`src/rtl/router_pkg.sv`:
```
// Shared router definitions: flit layout, port numbering, allocator state encoding.
package router_pkg;

  localparam int FLIT_W = 35;
  localparam int NPORT  = 5;
  localparam int NVC    = 2;
  localparam int DEPTH  = 4;
  localparam int SELW   = $clog2(NPORT);
  localparam int CW     = $clog2(DEPTH + 1);

  // Flit-type field position inside a flit
  localparam int FTYPE_HI = 34;
  localparam int FTYPE_LO = 33;

  typedef enum logic [1:0] {
    FT_SINGLE = 2'b00,
    FT_HEAD   = 2'b01,
    FT_BODY   = 2'b10,
    FT_TAIL   = 2'b11
  } flit_type_t;

  typedef enum logic [2:0] {
    P_LOCAL = 3'd0,
    P_NORTH = 3'd1,
    P_EAST  = 3'd2,
    P_SOUTH = 3'd3,
    P_WEST  = 3'd4
  } port_t;

  typedef enum logic {
    IDLE = 1'b0,
    BUSY = 1'b1
  } state_t;

  function automatic flit_type_t flit_type(input logic [FLIT_W-1:0] flit);
    return flit_type_t'(flit[FTYPE_HI:FTYPE_LO]);
  endfunction

endpackage

```
`src/rtl/rr_arbiter.sv`:
```
// Round-robin arbiter: the first requester at or after the pointer wins; the
// pointer moves just past the winner whenever a grant is taken.
module rr_arbiter #(
  parameter int N  = 5,
  parameter int IW = (N > 1) ? $clog2(N) : 1
) (
  input  logic          clk,
  input  logic          rst_n,
  input  logic [N-1:0]  req,
  input  logic          en,
  output logic [N-1:0]  gnt,
  output logic [IW-1:0] gnt_idx
);

  logic [IW-1:0] ptr;

  // Scan from the highest offset down so the lowest offset from the pointer wins
  always_comb begin
    gnt     = '0;
    gnt_idx = '0;
    for (int k = N - 1; k >= 0; k--) begin
      if (req[(int'(ptr) + k) % N]) begin
        gnt                          = '0;
        gnt[(int'(ptr) + k) % N]     = 1'b1;
        gnt_idx                      = IW'((int'(ptr) + k) % N);
      end
    end
  end

  // Advance the pointer past the winner on every taken grant
  always_ff @(posedge clk or negedge rst_n) begin
    if (!rst_n) begin
      ptr <= '0;
    end else if (en && (|req)) begin
      ptr <= (gnt_idx == IW'(N - 1)) ? '0 : gnt_idx + IW'(1);
    end
  end

endmodule

```
`src/rtl/router_out_alloc.sv`:
```
// Per-output-port packet allocator: owns the output for a whole packet,
// tracks downstream credits per VC and drives crossbar select / pop strobes.
module router_out_alloc #(
  parameter int NPORT = router_pkg::NPORT,
  parameter int NVC   = router_pkg::NVC,
  parameter int DEPTH = router_pkg::DEPTH,
  parameter int SELW  = router_pkg::SELW,
  parameter int CW    = router_pkg::CW
) (
  input  logic              clk,
  input  logic              RST_,
  input  logic [NPORT-1:0]  REQ,
  input  logic [NPORT-1:0]  REQ_VCH,
  input  logic [NPORT-1:0]  FLIT_VALID,
  input  logic [NPORT-1:0]  FLIT_TAIL,
  input  logic [NVC-1:0]    IACK,
  input  logic [NVC-1:0]    ILCK,
  output logic [NPORT-1:0]  GRANT,
  output logic [SELW-1:0]   SEL,
  output logic              OVCH,
  output logic [NPORT-1:0]  FWD,
  output logic              OVALID,
  output logic [NVC*CW-1:0] CREDIT,
  output logic              ERR
);

  import router_pkg::*;

  state_t           state;
  logic [CW-1:0]    credit [NVC];
  logic [NPORT-1:0] eligible;
  logic [NPORT-1:0] arb_gnt;
  logic [SELW-1:0]  arb_idx;
  logic             arb_en;
  logic             fwd;
  logic [NVC-1:0]   dec;

  // A requester may win only if its VC is unlocked and has a free downstream slot
  always_comb begin
    for (int i = 0; i < NPORT; i++) begin
      eligible[i] = REQ[i] & ~ILCK[REQ_VCH[i]] & (credit[REQ_VCH[i]] != '0);
    end
  end

  assign arb_en = (state == IDLE);

  rr_arbiter #(
    .N  (NPORT),
    .IW (SELW)
  ) u_arb (
    .clk     (clk),
    .rst_n   (RST_),
    .req     (eligible),
    .en      (arb_en),
    .gnt     (arb_gnt),
    .gnt_idx (arb_idx)
  );

  // Owner forwards whenever it presents a flit and its VC has credit
  always_comb begin
    fwd    = (state == BUSY) & FLIT_VALID[SEL] & (credit[OVCH] != '0);
    FWD    = GRANT & {NPORT{fwd}};
    OVALID = fwd;
    for (int v = 0; v < NVC; v++) begin
      dec[v] = fwd & (OVCH == 1'(v));
    end
  end

  // Ownership FSM: grant a whole packet, release after the tail is forwarded
  always_ff @(posedge clk or negedge RST_) begin
    if (!RST_) begin
      state <= IDLE;
      GRANT <= '0;
      SEL   <= '0;
      OVCH  <= 1'b0;
    end else begin
      case (state)
        IDLE: begin
          if (|eligible) begin
            state <= BUSY;
            GRANT <= arb_gnt;
            SEL   <= arb_idx;
            OVCH  <= REQ_VCH[arb_idx];
          end
        end
        BUSY: begin
          if (fwd & FLIT_TAIL[SEL]) begin
            state <= IDLE;
            GRANT <= '0;
            SEL   <= '0;
          end
        end
        default: state <= IDLE;
      endcase
    end
  end

  // Credit counters: forward consumes, IACK returns; a return while full flags ERR
  always_ff @(posedge clk or negedge RST_) begin
    if (!RST_) begin
      for (int v = 0; v < NVC; v++) begin
        credit[v] <= CW'(DEPTH);
      end
      ERR <= 1'b0;
    end else begin
      for (int v = 0; v < NVC; v++) begin
        if (IACK[v] & ~dec[v]) begin
          if (credit[v] == CW'(DEPTH)) begin
            ERR <= 1'b1;
          end else begin
            credit[v] <= credit[v] + CW'(1);
          end
        end else if (dec[v] & ~IACK[v]) begin
          credit[v] <= credit[v] - CW'(1);
        end
      end
    end
  end

  // Flatten the counters, VC0 in the low bits
  always_comb begin
    for (int v = 0; v < NVC; v++) begin
      CREDIT[v*CW +: CW] = credit[v];
    end
  end

endmodule

```
`config.mk`:
```
export PLATFORM = sky130hd
export DESIGN_NAME = router_out_alloc
export DESIGN_NICKNAME = d
export VERILOG_FILES = /design/src/rtl/router_pkg.sv /design/src/rtl/rr_arbiter.sv /design/src/rtl/router_out_alloc.sv
export SDC_FILE = /design/constraint.sdc
export NUM_CORES = 1
export LEC_CHECK = 0
export CORE_MARGIN = 8
export CORE_UTILIZATION = 55
export DETAILED_ROUTE_END_ITERATION = 7
export PLACE_DENSITY = 0.79
export SLEW_MARGIN = 30
export SYNTH_ARGS = -nofsm -noshare
export SYNTH_HDL_FRONTEND = slang
export SYNTH_HIERARCHICAL = 1
export SYNTH_SLANG_ARGS = --single-unit
```
`constraint.sdc`:
```
create_clock -name clk -period 7.45 [get_ports clk]
set_input_delay 1.49 -clock clk [delete_from_list [all_inputs] [get_ports clk]]
set_output_delay 1.49 -clock clk [all_outputs]
set_load 0.02 [all_outputs]
```
; Word-level counts from Yosys, hierarchy flattened
; Index checks and enable logic that the tools add are counted.
[op_classes]
add_sub_neg = 9
n_bitwise = 37
reduce_logical = 19
muxes = 89
n_div = 5
n_lt_le_gt_ge = 23
eq_ne = 7
[op_table]
columns = operator, count
row1 = $ge A32 B1 Y1 const B, 5
row2 = $lt A32 B5 Y1 const B, 5
row3 = $mod A32 B4 Y32 const B, 4
row4 = $mux W3, 32
row5 = $mux W5, 7
row6 = $mux W1, 34
row7 = $mod A4 B4 Y32 const B, 1
row8 = $bmux W1 S3, 8
row9 = $and A1 B1 Y1, 19
row10 = $reduce_bool A3 Y1, 6
row11 = $demux W1 S3, 5
row12 = $ge A2 B2 Y1 const B, 6
row13 = $not A1 Y2, 6
row14 = $not A1 Y1, 11
row15 = $lt A1 B2 Y1 const B, 5
row16 = $pmux W5 S2, 1
row17 = $add A3 B1 Y3 const B, 3
row18 = $eq A3 B3 Y1 const B, 3
row19 = $add A3 B2 Y4 const B, 2
row20 = $lt A3 B4 Y1 const B, 2
row21 = $reduce_and A2 Y1, 4
row22 = $logic_and A1 B1 Y1, 6
row23 = $ne A2 B2 Y1 const B, 3
row24 = $pmux W3 S2, 1
row25 = 8 further kinds, 10
[totals]
output_inout_bits = 22
in_bits = 26
reg_bits = 20
elab_cells = 197

; Longest topological paths before layout
; Gate-level depths: netlist (run 1).
[depth]
depth_word = 16
mapped_depth = 21
depth_no_buf = 19

; Hierarchy
; Netlist (run 1), hierarchy kept.
[by_module_without_submodules]
columns = mod, area_per_inst_um2, cells_per_inst, instances, seq_area_each_um2
row1 = rr_arbiter, 2787.7, 396, 1, 75.1
row2 = router_out_alloc, 1291.2, 130, 1, 427.9

; Worst setup path after synthesis (run 1)
; OpenSTA, ideal clock, no wires.
[synth_path]
path_type = input -> register
start = input port ILCK[0]
end = register u_arb.ptr[2]
setup_ps = 82
arrival_time_ps = 4843
required_ps = 7368
n_path_buf = 1
path_stages = 14
slack_ps = 2525
cell_sequence = or3b_2 -> o22ai_1 -> clkbuf_1 -> nand2_1 -> a21oi_1 -> o211ai_1 -> nand3_2 -> mux2_2 -> a2111oi_2 -> a21oi_1 -> ha_1 -> or3_1 -> or3_1 -> a31oi_1
[synth_between]
elab_chain_cells = 15
elab_cells_between_ends = 50
cone_classes = add/sub (1) / eq/ne (1) / mux (31) / bitwise (15) / reduce/logical (2)
[synth_lines]
columns = element, line_no
row1 = from (decl), router_out_alloc.sv:17  ; input logic [NVC-1:0] ILCK,
row2 = $mux W1 (implied by the code) * (2 in a row), router_out_alloc.sv:41  ; eligible[i] = REQ[i] & ~ILCK[REQ_VCH[i]] & (credit[REQ_VCH[i]] != '0);
row3 = $not A1 Y1 *, router_out_alloc.sv:41
row4 = $and A1 B1 Y1 * (2 in a row), router_out_alloc.sv:41
row5 = net eligible[3], router_out_alloc.sv:31  ; logic [NPORT-1:0] eligible;
row6 = $bmux W1 S3, rr_arbiter.sv:22  ; if (req[(int'(ptr) + k) % N]) begin
row7 = $mux W1 (implied by the code) (2 in a row), rr_arbiter.sv:22
row8 = $mux W3 (4 in a row), rr_arbiter.sv:22
row9 = $mux W3 *, rr_arbiter.sv:22
row10 = net arb_idx[0], router_out_alloc.sv:33  ; logic [SELW-1:0] arb_idx;
row11 = $add A3 B1 Y3 or $eq A3 B3 Y1 (tied branches), rr_arbiter.sv:35  ; ptr <= (gnt_idx == IW'(N - 1)) ? '0 : gnt_idx + IW'(1);
row12 = $mux W3 *, rr_arbiter.sv:35
row13 = to (signal assigned), rr_arbiter.sv:35
row14 = to (decl), rr_arbiter.sv:15  ; logic [IW-1:0] ptr;
; The timed path passes the listed nets; every way through them passes the cells marked *. The select of a mux whose other input is x is not followed.
; A chain may end at the register's enable or synchronous reset.

; Worst setup path after layout (run 1)
[layout_path]
start = register u_arb.ptr[1]
end = register u_arb.ptr[2]
[layout_between]
elab_chain_cells = 12
elab_cells_between_ends = 32
cone_classes = add/sub (5) / div (5) / eq/ne (1) / mux (21)
[layout_lines]
columns = element, line_no
row1 = $add A3 B3 Y4, "rr_arbiter.sv:22, rr_arbiter.sv:25"
row2 = $mod A32 B4 Y32, "rr_arbiter.sv:22, rr_arbiter.sv:25"
row3 = $bmux W1 S3, rr_arbiter.sv:22
row4 = $mux W1 (implied by the code) (2 in a row), rr_arbiter.sv:22
row5 = $mux W3 (4 in a row), rr_arbiter.sv:22
row6 = $mux W3 *, rr_arbiter.sv:22
row7 = net arb_idx[1], router_out_alloc.sv:33
row8 = $add A3 B1 Y3 or $eq A3 B3 Y1 (tied branches), rr_arbiter.sv:35
row9 = $mux W3 *, rr_arbiter.sv:35
; Marks and branches as above.

==> impl_metrics.ini, run 1 <==
[status]
status = finished clean

[setup_path]
path_common_cell = ha_1
critical_path_arrival_ps = 6050
path_class = flop to flop
cpPeakStageDelay_ps = 490
r2r-start = u_arb/ptr[1]$_DFFE_PN0P_
cpMaxStageDelayCell = nor4_1
startpoint = u_arb/ptr[1]$_DFFE_PN0P_
endpoint_kind = flop
path_cells = buf_4 > inv_1 > ha_1 > inv_1 > ha_1 > nor2b_1 > inv_1 > ha_1 > nand2b_1 > o21a_1 > nor4_1 > nor4_2 > o21bai_2 > a31oi_1 > a211o_1 > o2111ai_1 > ha_1 > or3_1 > or3_1 > a31oi_1
r2r_cells = 20
cp_max_fo = 17
crit_required_ps = 7630
cp-start-kind = flop

[logic_synthesis]
synth_top_area_cell = dfrtp_1
synth_fa_ha_area_share_pct = 8.282
synthesis.area_um2 = 4079
ys_seq_area_share_pct = 12.33
synth-main-ff-cell = dfrtp_1
syn_inst = 526
synth_xor_area_share_pct = 2.975
postSynthNetCount = 579
synth_edf_count = 0
async_flop_share_pct = 100.0
syn_avg_cell_area_um2 = 7.755
synth_area_leaders = dfrtp_1 11%, ha_1 8.3%, o21ai_0 3.4%
synthSimpleGateAreaFrac_pct = 26.50
synthMuxAreaShare_pct = 6.442
synth_top_family_by_area = compound AO/OA/AOI/OAI gates
synth_warnings = 6
synth_top_area_share_pct = 11.04
ys_seq_elements = 20
synth_compound_area_share_pct = 36.78
synth.distinct_cells = 95

[drt]
wl_mm = 12.47
vias = 4438
drt-initial-drc-count = 340
drc = 0
firstDrtPassIters = 5
avgViaCountPerCell = 6.786
drtAntennaViolNets = 0
wire_per_inst_um = 19.06

[grt]
track_usage_pct = 23.53
grt_use_met1_pct = 31.47
grt_antenna_before_repair = 0
grt_pass1_wl_mm = 20.02
grt_pass1_vias = 4067
grt_max_degree = 50
grtUsageMet3_pct = 3.951
overflow = 0
grt_util_met2_pct = 38.83
grt-busiest-layer = met2

[timing]
whs_ps = 480.8
rsz0062_at_grt = false
worstMarginPinSlew_ps = 980.1
skew_ps = 6.727
setup_tns_ps = 0
setup_viol = 0
fmax_mhz = 170.5
hold_violations = 0
final-max-slew-violation-count = 0
period_needed_ps = 5867
period_share_pct = 78.75
relSlewSlack_pct = 34.66

[floorplanning]
die-area_um2 = 10430
coreArea_um2 = 7214
pin_count = 48
core.rowCount = 31
die-width_um = 102.1
start_util_pct = 56.54
die-height_um = 102.1

[clock_network]
cts-hold-fix-buffers = 0
clkSlewWorstSetupHoldPaths_ps = 70
cts_tree = yes
numCtsBuffers = 3
cts.path.max_buffers = 2
ctsResizeCount = 0
htreeDepth = 1
cts_sinks = 20
clockRootBuffer = clkbuf_8
cts_setup_buffers = 0
clkLatencyLatePin_ps = 260

[placed_design]
dp.cells = 650
place_area_um2 = 4566
dp_hpwl_mm = 9.625
gp_congestion = 0.9608
io_buffers = 47

[flow_run]
cap_violations = 0

[finish]
nNetsFinal = 609
final_area_um2 = 4606
diodes = 0
layout_common_cells = 46 x clkdlybuf4s50_1, 37 x nand2_1, 34 x nor2_1
area_growth_pct = 12.91
drive_gt1_share_pct = 10.81
final_common_cell = clkdlybuf4s50_1
final_cells = 654

[worst_hold_path]
hold_path.class = flop to flop
hp-start = ERR$_DFF_PN0_
hold_depth = 2
## Yosys cell counts, types with 5 or more instances
| cell | count |
|---|---|
| o21a_1 | 8 |
| nand4_1 | 6 |
| nand3_1 | 13 |
| xnor2_1 | 8 |
| a22o_1 | 10 |
| o211ai_1 | 10 |
| buf_2 | 10 |
| or3_1 | 11 |
| o22ai_1 | 9 |
| dfrtp_1 | 18 |
| o21ai_0 | 28 |
| nand2b_1 | 15 |
| nand2_1 | 37 |
| mux2_2 | 6 |
| ha_1 | 27 |
| and2_1 | 14 |
| clkbuf_1 | 10 |
| o211a_1 | 8 |
| a31oi_1 | 15 |
| a21o_1 | 8 |
| a211oi_1 | 5 |
| nor2_1 | 34 |
| inv_1 | 27 |
| a21oi_1 | 23 |
| o221ai_1 | 8 |
| mux2i_1 | 11 |
| a211o_1 | 6 |
| nor3_1 | 12 |
| nor2b_1 | 7 |
## critical path: cells and delay by family (launching register included)
kind / cells / cell delay, ps
DFF: 1 / 360
and+or+nand+nor: 6 / 1890
adders and majority gates: 4 / 1400
buffers and inverters: 4 / 740
AOI/OAI and AO/OA: 6 / 1370
## through the flow
step,setup WS (ps),utilization (%)
after floorplan,2525,-
after global placement,1763,63.28
after detailed placement,1671,63.28
after CTS,1747,63.91
after global routing,1321,63.84
final,1583,63.84
## registers in the layout, summed over array words and instances (netlist names)
| register | flops |
|---|---|
| ERR | 1 |
| OVCH | 1 |
| u_arb/ptr | 3 |
| SEL | 3 |
| GRANT | 5 |
| state | 1 |
| CREDIT | 6 |
## worst paths after layout
path	end	slack (ps)
min	ERR$_DFF_PN0_	480
min in group asynchronous	OVCH$_DFFE_PN0P_	1180
max reg2reg	u_arb/ptr[2]$_DFFE_PN0P_	1580
max	u_arb/ptr[2]$_DFFE_PN0P_	1580
max in group asynchronous	CREDIT[5]$_DFFE_PN1P_	5920
min reg2reg	ERR$_DFF_PN0_	480
## kinds of logic after synthesis
| logic type | Yosys count |
|---|---|
| AO/OA/AOI/OAI | 197 |
| XOR/XNOR | 13 |
| adder cells (fa/ha/maj) | 27 |
| buffers and inverters | 59 |
| flip-flops | 20 |
| multiplexers | 21 |
| AND/OR/NAND/NOR | 189 |
## layout make-up
cell class | instances | area (µm²)
Clock buffer | 4 | 45.04
Fill cell | 680 | 2609
Inverter | 30 | 112.6
Multi-Input combinational cell | 447 | 3303
Sequential cell | 20 | 503.0
Tap cell | 99 | 123.9
Timing Repair Buffer | 54 | 518.0
## per-layer routing
layer | vias to the layer above | wire length, µm
li1 | 2080 | -
met1 | 2157 | 5602
met2 | 188 | 5857
met3 | 13 | 911
met4 | 0 | 93
met5 | - | 0
Power of run 1 is left out: the tool's default activity adds up to more than one toggle a clock period on the data nets, which glitch-free logic cannot reach.
==> run 2, diff against run 1 <==
Settings changed: CORE_UTILIZATION 55 to 53.
Clock period 7.45 ns to 4.7 ns, I/O delays scaled along.
==> run 2 against run 1 <==
Sequential share of layout area fell by 0.80 points. First-iteration DRC count increased by 42%. Sequential cell count is the same. Clock-buffer cell count unchanged. Maximum frequency up 29%. Final cell count increased by 6.4%. Cell area increased by 8.4%. Core utilization is 1.8 points higher. Setup slack lost 1400 ps. Register-to-register slack lost 1400 ps. Via count up 3.5%. Global-route usage rose by 0.058 points. Critical endpoint unchanged.
==> impl_metrics.ini, run 2 (synthesis results as in run 1) <==
[status]
status = finished clean

[clock_network]
clkLatencyLatePin_ps = 260
cts_tree = yes
clkSlewWorstSetupHoldPaths_ps = 70
htreeDepth = 1
numCtsBuffers = 3
cts.path.max_buffers = 2
clockRootBuffer = clkbuf_8
cts_sinks = 20
cts-hold-fix-buffers = 0

[floorplanning]
die-height_um = 103.7
coreArea_um2 = 7607
die-width_um = 103.7
pin_count = 48
start_util_pct = 53.62
die-area_um2 = 10760
core.rowCount = 32

[drt]
vias = 4594
drtAntennaViolNets = 0
wire_per_inst_um = 19.23
drt-initial-drc-count = 483
drc = 0
firstDrtPassIters = 5
wl_mm = 13.38
avgViaCountPerCell = 6.601

[setup_path]
cp-start-kind = flop
cp_max_fo = 7
rrSetupSlack_ps = 170
path_class = flop to flop
critical_path_arrival_ps = 4720
crit_required_ps = 4880
endpoint_kind = flop

[placed_design]
io_buffers = 47
gp_congestion = 0.9612
dp_hpwl_mm = 10.43
pre_cts_slack_ps = 10.49

[grt]
track_usage_pct = 23.59
grt_antenna_before_repair = 1
grt_max_degree = 36
grt_pass1_wl_mm = 21.71
grt_pass1_vias = 4313
overflow = 0

[timing]
skew_ps = 4.693
period_needed_ps = 4532
relSlewSlack_pct = 58.86
hold_violations = 0
worstMarginPinSlew_ps = 610.7
final-max-slew-violation-count = 0
post-route-worst-setup-slack_ps = 168.1
period_share_pct = 96.42
fmax_mhz = 220.7
setup_tns_ps = 0
whs_ps = 497.3
setup_viol = 0

[finish]
layout_common_cells = 46 x clkdlybuf4s50_1, 46 x buf_4, 37 x nand2_1
nNetsFinal = 648
drive_gt1_share_pct = 19.02
diodes = 0
largest_reg_flops = 6
area_growth_pct = 22.39

[worst_hold_path]
hold_path.class = flop to flop

[flow_run]
cap_violations = 0
run 2: changes by cell type in the layout (fill, tap and decap cells not counted), sizes merged:
cell  previous run  this run
buf              8        47
run 2: what timing repair did:
action,CTS,global route
buffers inserted,0,1
endpoints found under the hold margin,0,0
resized for setup,0,14
endpoints found under the setup margin,0,1
run 2: final timing paths:
path / startpoint / cells past startpoint / end
setup reg to reg: u_arb/ptr[0]$_DFFE_PN0P_ / 19 / u_arb/ptr[2]$_DFFE_PN0P_
min in group asynchronous: RST_ / 1 / ERR$_DFF_PN0_
setup / recovery: u_arb/ptr[0]$_DFFE_PN0P_ / 19 / u_arb/ptr[2]$_DFFE_PN0P_
hold reg to reg: ERR$_DFF_PN0_ / 2 / ERR$_DFF_PN0_
hold / removal: ERR$_DFF_PN0_ / 2 / ERR$_DFF_PN0_
max in group asynchronous: RST_ / 1 / u_arb/ptr[0]$_DFFE_PN0P_
run 2: layer usage:
layer	part of all wire (%)	global-route usage, %	vias to the layer above
li1	-	-	2168
met1	45	32.47	2209
met2	47	38.45	189
met3	6.1	2.292	26
met4	1.1	5.791	2
met5	0.090	0	-
run 2: area by class of cell:
class	count	area, µm²
multi-input cells	447	3378
repair buffers	93	810.8
fillers	682	2615
inverters	30	115.1
flip-flops and latches	20	505.5
well taps	102	127.6
clock buffers	4	55.05
run 2: per-stage QoR:
stage	std cells	util, %	instance area, µm²
floorplan	526	-	4096
global placement	691	64.03	4871
detailed placement	691	64.03	4871
CTS	695	64.75	4926
global route	696	65.63	4992
finish	696	65.63	4992
run 2: critical path: stages, from the launching register on:
cell,delay [ps]
dfrtp_2,440
inv_4,140
ha_4,170
inv_1,40
ha_1,310
nor2b_2,150
inv_1,80
ha_1,280
nand2b_2,230
o21a_2,280
o31a_1,320
nor2_2,160
mux2i_1,270
o21bai_1,90
a211o_1,330
o2111a_1,150
ha_1,210
or3_1,350
or3_1,310
a31oi_1,160
Power of run 2 is left out for the same reason.
==> run 3, diff against run 2 <==
Settings changed: GPL_ROUTABILITY_DRIVEN from default to 0.
==> run 3 against run 2 <==
Die area unchanged. Sequential cell count unchanged. Hold slack better by 1.2 ps. Maximum frequency shrank 3.0%. Global-route usage down 1.1 points. Final cell count grew 2.7%. Setup slack got worse by 140 ps. Critical path depth decreased by 4. Register-to-register slack worse by 70 ps.
==> impl_metrics.ini, run 3 (synthesis results as in run 1) <==
[clock_network]
cts_sinks = 20
cts.path.max_buffers = 2
clkLatencyLatePin_ps = 260
cts_tree = yes
clockRootBuffer = clkbuf_8
htreeDepth = 1
clkSlewWorstSetupHoldPaths_ps = 70
numCtsBuffers = 3
cts-hold-fix-buffers = 0

[setup_path]
cp_max_fo = 8
cpMaxStageDelayCell = or3b_2
cp-start-kind = input pin
path_cells = clkdlybuf4s50_1 > or3b_2 > o22ai_1 > buf_4 > inv_1 > o211ai_1 > o2111ai_2 > a21oi_2 > a21oi_2 > or3_4 > o2111a_1 > ha_1 > or3_1 > or3_1 > a31oi_1
critical_path_arrival_ps = 4860
endpoint_kind = flop
cpPeakStageDelay_ps = 510
rrSetupSlack_ps = 100
crit_required_ps = 4880
path_class = input pin to flop

[placed_design]
pre_cts_slack_ps = -80.75
io_buffers = 47
dp_hpwl_mm = 9.897
dp.cells = 686

[finish]
nNetsFinal = 667
area_growth_pct = 29.26
largest_reg_flops = 6
diodes = 0
final_common_cell = buf_4
fillers = 584
drive_gt1_share_pct = 23.98
utilization_pct = 69.31
final_cells = 715
layout_common_cells = 61 x buf_4, 46 x clkdlybuf4s50_1, 37 x nand2_1

[drt]
wire_per_inst_um = 19.31
drt-initial-drc-count = 509
firstDrtPassIters = 5
drc = 0
drtAntennaViolNets = 0
wl_mm = 13.81
vias = 4844
avgViaCountPerCell = 6.775

[grt]
grt_antenna_before_repair = 0
grtUsageMet3_pct = 3.284
grt_pass1_vias = 4384
grt_use_met1_pct = 29.18
grt-busiest-layer = met2
grt_util_met2_pct = 37.17
grt_max_degree = 38
overflow = 0
track_usage_pct = 22.53
grt_pass1_wl_mm = 21.04

[flow_run]
cap_violations = 0

[timing]
relSlewSlack_pct = 60.71
post-route-worst-setup-slack_ps = 25.80
worstMarginPinSlew_ps = 583.1
hold_violations = 0
skew_ps = 1.470
fmax_mhz = 213.9
whs_ps = 498.6
setup_viol = 0
final-max-slew-violation-count = 0
period_needed_ps = 4674
period_share_pct = 99.45

[floorplanning]
die-height_um = 103.7
core.rowCount = 32
coreArea_um2 = 7607
start_util_pct = 53.62
die-width_um = 103.7
die-area_um2 = 10760
pin_count = 48

[worst_hold_path]
hold_path.class = flop to flop

[status]
status = finished clean
## run 3: worst paths after layout
path | startpoint | to | cells past startpoint
worst max-delay path | ILCK[0] | u_arb/ptr[2]$_DFFE_PN0P_ | 15
worst min-delay path | ERR$_DFF_PN0_ | ERR$_DFF_PN0_ | 2
worst max register to register | u_arb/ptr[0]$_DFFE_PN0P_ | u_arb/ptr[2]$_DFFE_PN0P_ | 17
worst min register to register | ERR$_DFF_PN0_ | ERR$_DFF_PN0_ | 2
max in group asynchronous | RST_ | u_arb/ptr[2]$_DFFE_PN0P_ | 1
min in group asynchronous | RST_ | ERR$_DFF_PN0_ | 1
## run 3: metrics by stage
step                TNS (ps)  area [µm²]
floorplan                  0        4096
global placement           0        4833
detailed placement    -80.75        4833
CTS                        0        4888
global route          -80.15        5273
finish                     0        5273
## run 3: layer usage
metal	routed length, µm	vias to the layer above
met5	0	-
met4	477	0
met3	1131	60
met2	6514	280
met1	5684	2301
li1	-	2203
## run 3: what timing repair did
item | in CTS | in global routing
resized for setup | 0 | 37
setup endpoints to repair | 0 | 2
buffers inserted | 0 | 25
## run 3: cell type report
class / count / area, µm² / share of cell area (%)
Clock buffer: 4 / 55.05 / 1.044
Inverter: 30 / 115.1 / 2.183
Multi-Input combinational cell: 447 / 3490 / 66.18
Sequential cell: 20 / 504.2 / 9.563
Tap cell: 102 / 127.6 / 2.420
Timing Repair Buffer: 112 / 980.9 / 18.60
## run 3: worst max-delay path, delay by kind of cell
family                   cells  cell delay, ps
buffers and inverters        3             740
adder cells (fa/ha/maj)      1             220
AND/OR/NAND/NOR              4            1630
AO/OA/AOI/OAI                7            1330
Power of run 3 is left out for the same reason.
==> edit 1: new RTL, settings of run 2 <==
Set the package constant `NVC` to 1 (it was 2).
--- a/src/rtl/router_pkg.sv
+++ b/src/rtl/router_pkg.sv
@@ -5,3 +5,3 @@
   localparam int NPORT  = 5;
-  localparam int NVC    = 2;
+  localparam int NVC    = 1;
   localparam int DEPTH  = 4;
Interface: changed (resized CREDIT, IACK and ILCK); port bits go from 48 to 43. No check against the original RTL was run, so the function may have changed too.
==> edit 1 against run 2 <==
  * Clock skew is 0.00063 ns higher
  * Core utilization fell by 0.35 points
  * Non-clock buffer count down 7
  * Synthesized area decreased by 6.7%
  * Critical path depth is 3 lower
  * Via count shrank 9.3%
  * Final area shrank 7.2%
  * Sequential cell count is 3 lower
  * Setup slack improved by 0.078 ns
  * Wire length shrank 7.1%
  * Critical path type unchanged
  * Critical endpoint unchanged
Power is left out: the tool's default activity adds up to more than one toggle a clock period on the data nets, which glitch-free logic cannot reach.
==> edit 1: results (changes against run 2) <==
[place]
port_buffers=42  ; -11%
place_congestion=0.9678  ; +0.69%
dp.final_hpwl_um=10030  ; -3.8%

[critical_path]
r2r_start=u_arb/ptr[1]$_DFFE_PN0P_
cpLargestDelayFamily=simple AND/OR/NAND/NOR gates
critPathMaxFanout=9  ; +2
r2r_end=u_arb/ptr[2]$_DFFE_PN0P_
cpPeakStageDelay_ns=0.43
reg2reg_slack_ns=0.25  ; +0.08 ns
r2r_cells=16  ; -3
slowest_stage=or4_1
arrival_ns=4.63  ; -0.09 ns

[clock_tree]
ctsHtreeMaxLevel=1  ; unchanged
cts-root-buf=clkbuf_8
clk_pin_slew_ns=0.08
worstSkewPairLatency_ns=0.26  ; about the same
clock_path_buffers=2  ; unchanged
cts_made_buffers=3  ; unchanged

[final_layout]
largest_reg_flops=5  ; -1
diodes=0  ; unchanged
nets=603  ; -6.9%
top_register=GRANT
layout-drive-gt1-share=0.1848  ; -0.005453
fill_cells=650  ; -4.7%

[global_routing]
grt_pass1_vias=3960  ; -8.2%
antenna_found_initial=0  ; -1
grt_first_pass_wirelength_um=19940  ; -8.2%
grt_usage=0.2416  ; +0.005690
grt_max_degree=32  ; -11%

[worst_hold_path]
min_from=ERR$_DFFE_PN0P_
worstHoldEndpoint=ERR$_DFFE_PN0P_
hp-class=reg2reg
hold_depth=1  ; -1

[sta]
skew_ns=0.005324  ; +0.0006303 ns
slew_headroom=0.4275  ; -0.1610

[status]
status=finished clean

[detailed_routing]
wl_per_cell_um=19.10  ; -0.69%
dr.pass1.iters=5  ; unchanged
drt-initial-drc-count=373  ; -23%
vias=4166  ; -9.3%

[synthesis]
post_synth_num_cell_types=94  ; -1.1%
synth.area.top_cells=dfrtp_1 11%, ha_1 8.2%, mux2i_1 3.7%, nor2_1 3.1%, o21ai_0 3.0%
synthTopCellsByCount=31 x nor2_1, 29 x nand2_1, 27 x inv_1, 25 x ha_1, 23 x o21ai_0
syn_nets=538  ; -7.1%
yosysSeqAreaShare=0.1121  ; -0.01122
ys_warn_count=6  ; unchanged
async_flop_share=1.000  ; unchanged

-- edit 1: changes by cell type after synthesis, sizes merged, moves of 3 or more --
| cell | run 2 | this run |
|---|---|---|
| nor2 | 34 | 31 |
| xor2 | 5 | 1 |
| a31oi | 17 | 11 |
| and3 | 4 | 10 |
| o22ai | 10 | 6 |
| o21ai | 32 | 27 |
| mux2i | 12 | 15 |
| mux2 | 6 | 10 |
| or3b | 4 | 1 |
| nand3b | 4 | 1 |
| a22o | 10 | 2 |
| nand2 | 37 | 30 |
| nor2b | 7 | 13 |
-- edit 1: metal layers --
layer | global-route usage | wire length (µm) | vias up | part of all wire
li1 | - | - | 1984 | -
met1 | 0.3168 | 5628 | 1991 | 0.45
met2 | 0.3897 | 5655 | 165 | 0.45
met3 | 0.03453 | 812 | 26 | 0.065
met4 | 0.08837 | 335 | 0 | 0.027
met5 | 0 | 0 | - | 0
-- edit 1: final cells by class --
cell class	instances	area share
clock buffer	3	0.008912
clock inverter	1	0.001080
inverter	30	0.02484
multi-input combinational	415	0.6840
sequential	17	0.09236
tap	99	0.02674
timing repair buffer	86	0.1620
-- edit 1: worst max-delay path by stage --
stage,startpoint,end,depth (start not counted)
floorplan,u_arb/ptr[0]$_DFFE_PN0P_,u_arb/ptr[2]$_DFFE_PN0P_,21
global placement,ILCK,u_arb/ptr[2]$_DFFE_PN0P_,14
detailed placement,ILCK,u_arb/ptr[2]$_DFFE_PN0P_,14
CTS,u_arb/ptr[1]$_DFFE_PN0P_,u_arb/ptr[2]$_DFFE_PN0P_,19
global route,u_arb/ptr[1]$_DFFE_PN0P_,u_arb/ptr[2]$_DFFE_PN0P_,16
finish,u_arb/ptr[1]$_DFFE_PN0P_,u_arb/ptr[2]$_DFFE_PN0P_,16
-- edit 1: kinds of logic (layout without fill, tap and decap cells) --
logic type      after synthesis  after routing  share of synthesized area
compound gates              173            173                     0.3514
mux                          28             28                    0.09467
xor+xnor                      9              9                    0.02268
simple gates                179            179                     0.2650
flops                        17             17                     0.1121
fa+ha+maj                    26             26                    0.08744
buf+inv                      56            120                    0.06673
-- edit 1: through the flow --
stage / utilization / setup slack (ns) / cells / hold slack (ns) / cell area (µm²)
after floorplan: - / 0.01462 / 488 / 0.5528 / 3812
after global placement: 0.6402 / 0.1874 / 647 / 0.4784 / 4544
after detailed placement: 0.6402 / 0.1205 / 647 / 0.4722 / 4544
after CTS: 0.6467 / 0.2717 / 651 / 0.4928 / 4591
after global routing: 0.6527 / 0.0002891 / 651 / 0.5311 / 4633
final: 0.6527 / 0.2465 / 651 / 0.4905 / 4633
-- edit 1: repair_timing --
item | in CTS | in global routing
setup endpoints to repair | 0 | 1
buffers inserted | 0 | 0
gates resized for setup | 0 | 7
==> edit 2: new RTL, flow settings as in run 2 <==
Without the edit above. Make the reset (`RST_` and `rst_n`) synchronous in 3 clocked blocks.
--- a/src/rtl/rr_arbiter.sv
+++ b/src/rtl/rr_arbiter.sv
@@ -30,3 +30,3 @@
   // Advance the pointer past the winner on every taken grant
-  always_ff @(posedge clk or negedge rst_n) begin
+  always_ff @(posedge clk) begin
     if (!rst_n) begin
--- a/src/rtl/router_out_alloc.sv
+++ b/src/rtl/router_out_alloc.sv
@@ -69,3 +69,3 @@
   // Ownership FSM: grant a whole packet, release after the tail is forwarded
-  always_ff @(posedge clk or negedge RST_) begin
+  always_ff @(posedge clk) begin
     if (!RST_) begin
@@ -98,3 +98,3 @@
   // Credit counters: forward consumes, IACK returns; a return while full flags ERR
-  always_ff @(posedge clk or negedge RST_) begin
+  always_ff @(posedge clk) begin
     if (!RST_) begin
Check against the original RTL: differs if RST_ is asserted again (counterexample within 4 cycles, from zero or initial values and one cycle with RST_ low); with RST_ held inactive, the same outputs for 4 cycles.
==> edit 2 against run 2 <==
  * Highest routed layer is now met4
  * Sequential cell count is 1 higher
  * Hold slack lost 0.0044 ns
  * Count of clock-buffer cells in the layout fell by 1
  * Die area shrank 2.2%
  * Final area is the same
  * Wire length down 10%
  * Synthesized area is 2.6% lower
  * Via count fell by 3.7%
  * Setup slack better by 0.016 ns
  * Sequential share of layout area is 0.33 points lower
  * Fmax is 0.36% higher
==> edit 2: results (changes against run 2) <==
[status]
status=finished clean

[final_layout]
buffers_excl_clock=90  ; -3.2%
seq_area_frac=0.09799  ; -0.003258
final-clk-cell-share=0.009273  ; -0.001754
layout-drive-gt1-share=0.1910  ; +0.0007942
nets=661  ; +2.0%
buf_share=0.1596  ; -0.002757
nMultiInputCombCells=451  ; +0.89%
inverters=36  ; +20%

[critical_path]
slowest_stage=or3_4
crit_start=u_arb/ptr[1]$_SDFFE_PN0P_
arrival_ns=4.68  ; -0.04 ns
critPathMaxFanout=13  ; +6

[synthesis]
post_synth_num_cell_types=94  ; -1.1%
synth_xor_area_frac=0.02174  ; -0.008015
syn_nets=590  ; +1.9%
synth_area_um2=3971  ; -2.6%
synth_edf_count=6  ; +6
yosysTopAreaCell=ha_1
synthMuxAreaShare=0.06396  ; -0.0004600
async_flop_share=0  ; -1.000
synthTopCellsByCount=46 x nand2_1, 37 x nor2_1, 33 x a21oi_1, 31 x ha_1
synth-seq-cells=21  ; +5.0%
synth.area.top_cells=ha_1 9.8%, dfxtp_1 7.6%, edfxtp_1 4.5%, nand2_1 4.3%, a21oi_1 4.2%
synth-compound-area-share=0.3497  ; -0.01807

[worst_hold_path]
min_from=ERR$_SDFF_PN0_

[sta]
skew_ns=0.004271  ; -0.0004226 ns
slew_headroom=0.4823  ; -0.1063

[place]
dpl_worst_slack_ns=0.07281  ; +0.06232 ns
place_congestion=0.9509  ; -1.1%
placedCellCount=692  ; +0.14%
dp.final_hpwl_um=9630  ; -7.7%
place_area_um2=4857  ; -0.28%

[detailed_routing]
via_per_inst=6.311  ; -4.4%
routed_wl_um=12040  ; -10%

[global_routing]
grt_usage=0.2277  ; -0.008200
grt_pass1_vias=4091  ; -5.1%
grt_max_degree=24  ; -33%
antenna_found_initial=0  ; -1
grt_first_pass_wirelength_um=19800  ; -8.8%

[edit 2: power by group through the flow]
stage / Combinational, mW / Clock (mW) / Sequential, mW
floorplan: 2.25 / 0 / 0.404
global placement: 3.08 / 0 / 0.359
detailed placement: 3.15 / 0 / 0.364
CTS: 3.17 / 0.125 / 0.361
global route: 3.60 / 0.135 / 0.374
finish: 3.31 / 0.124 / 0.362
[edit 2: per-layer routing]
layer | share of wire | up-vias | GRT usage
met5 | 0 | - | 0
met4 | 0.0077 | 0 | 0.03612
met3 | 0.052 | 12 | 0.02566
met2 | 0.48 | 150 | 0.3946
met1 | 0.46 | 2105 | 0.2990
li1 | - | 2157 | -
[edit 2: final timing paths]
check	endpoint	slack (ns)	depth (start not counted)
min	ERR$_SDFF_PN0_	0.49	1
min reg2reg	ERR$_SDFF_PN0_	0.49	1
max	OVCH$_SDFFE_PN0P_	0.18	19
max reg2reg	OVCH$_SDFFE_PN0P_	0.18	19
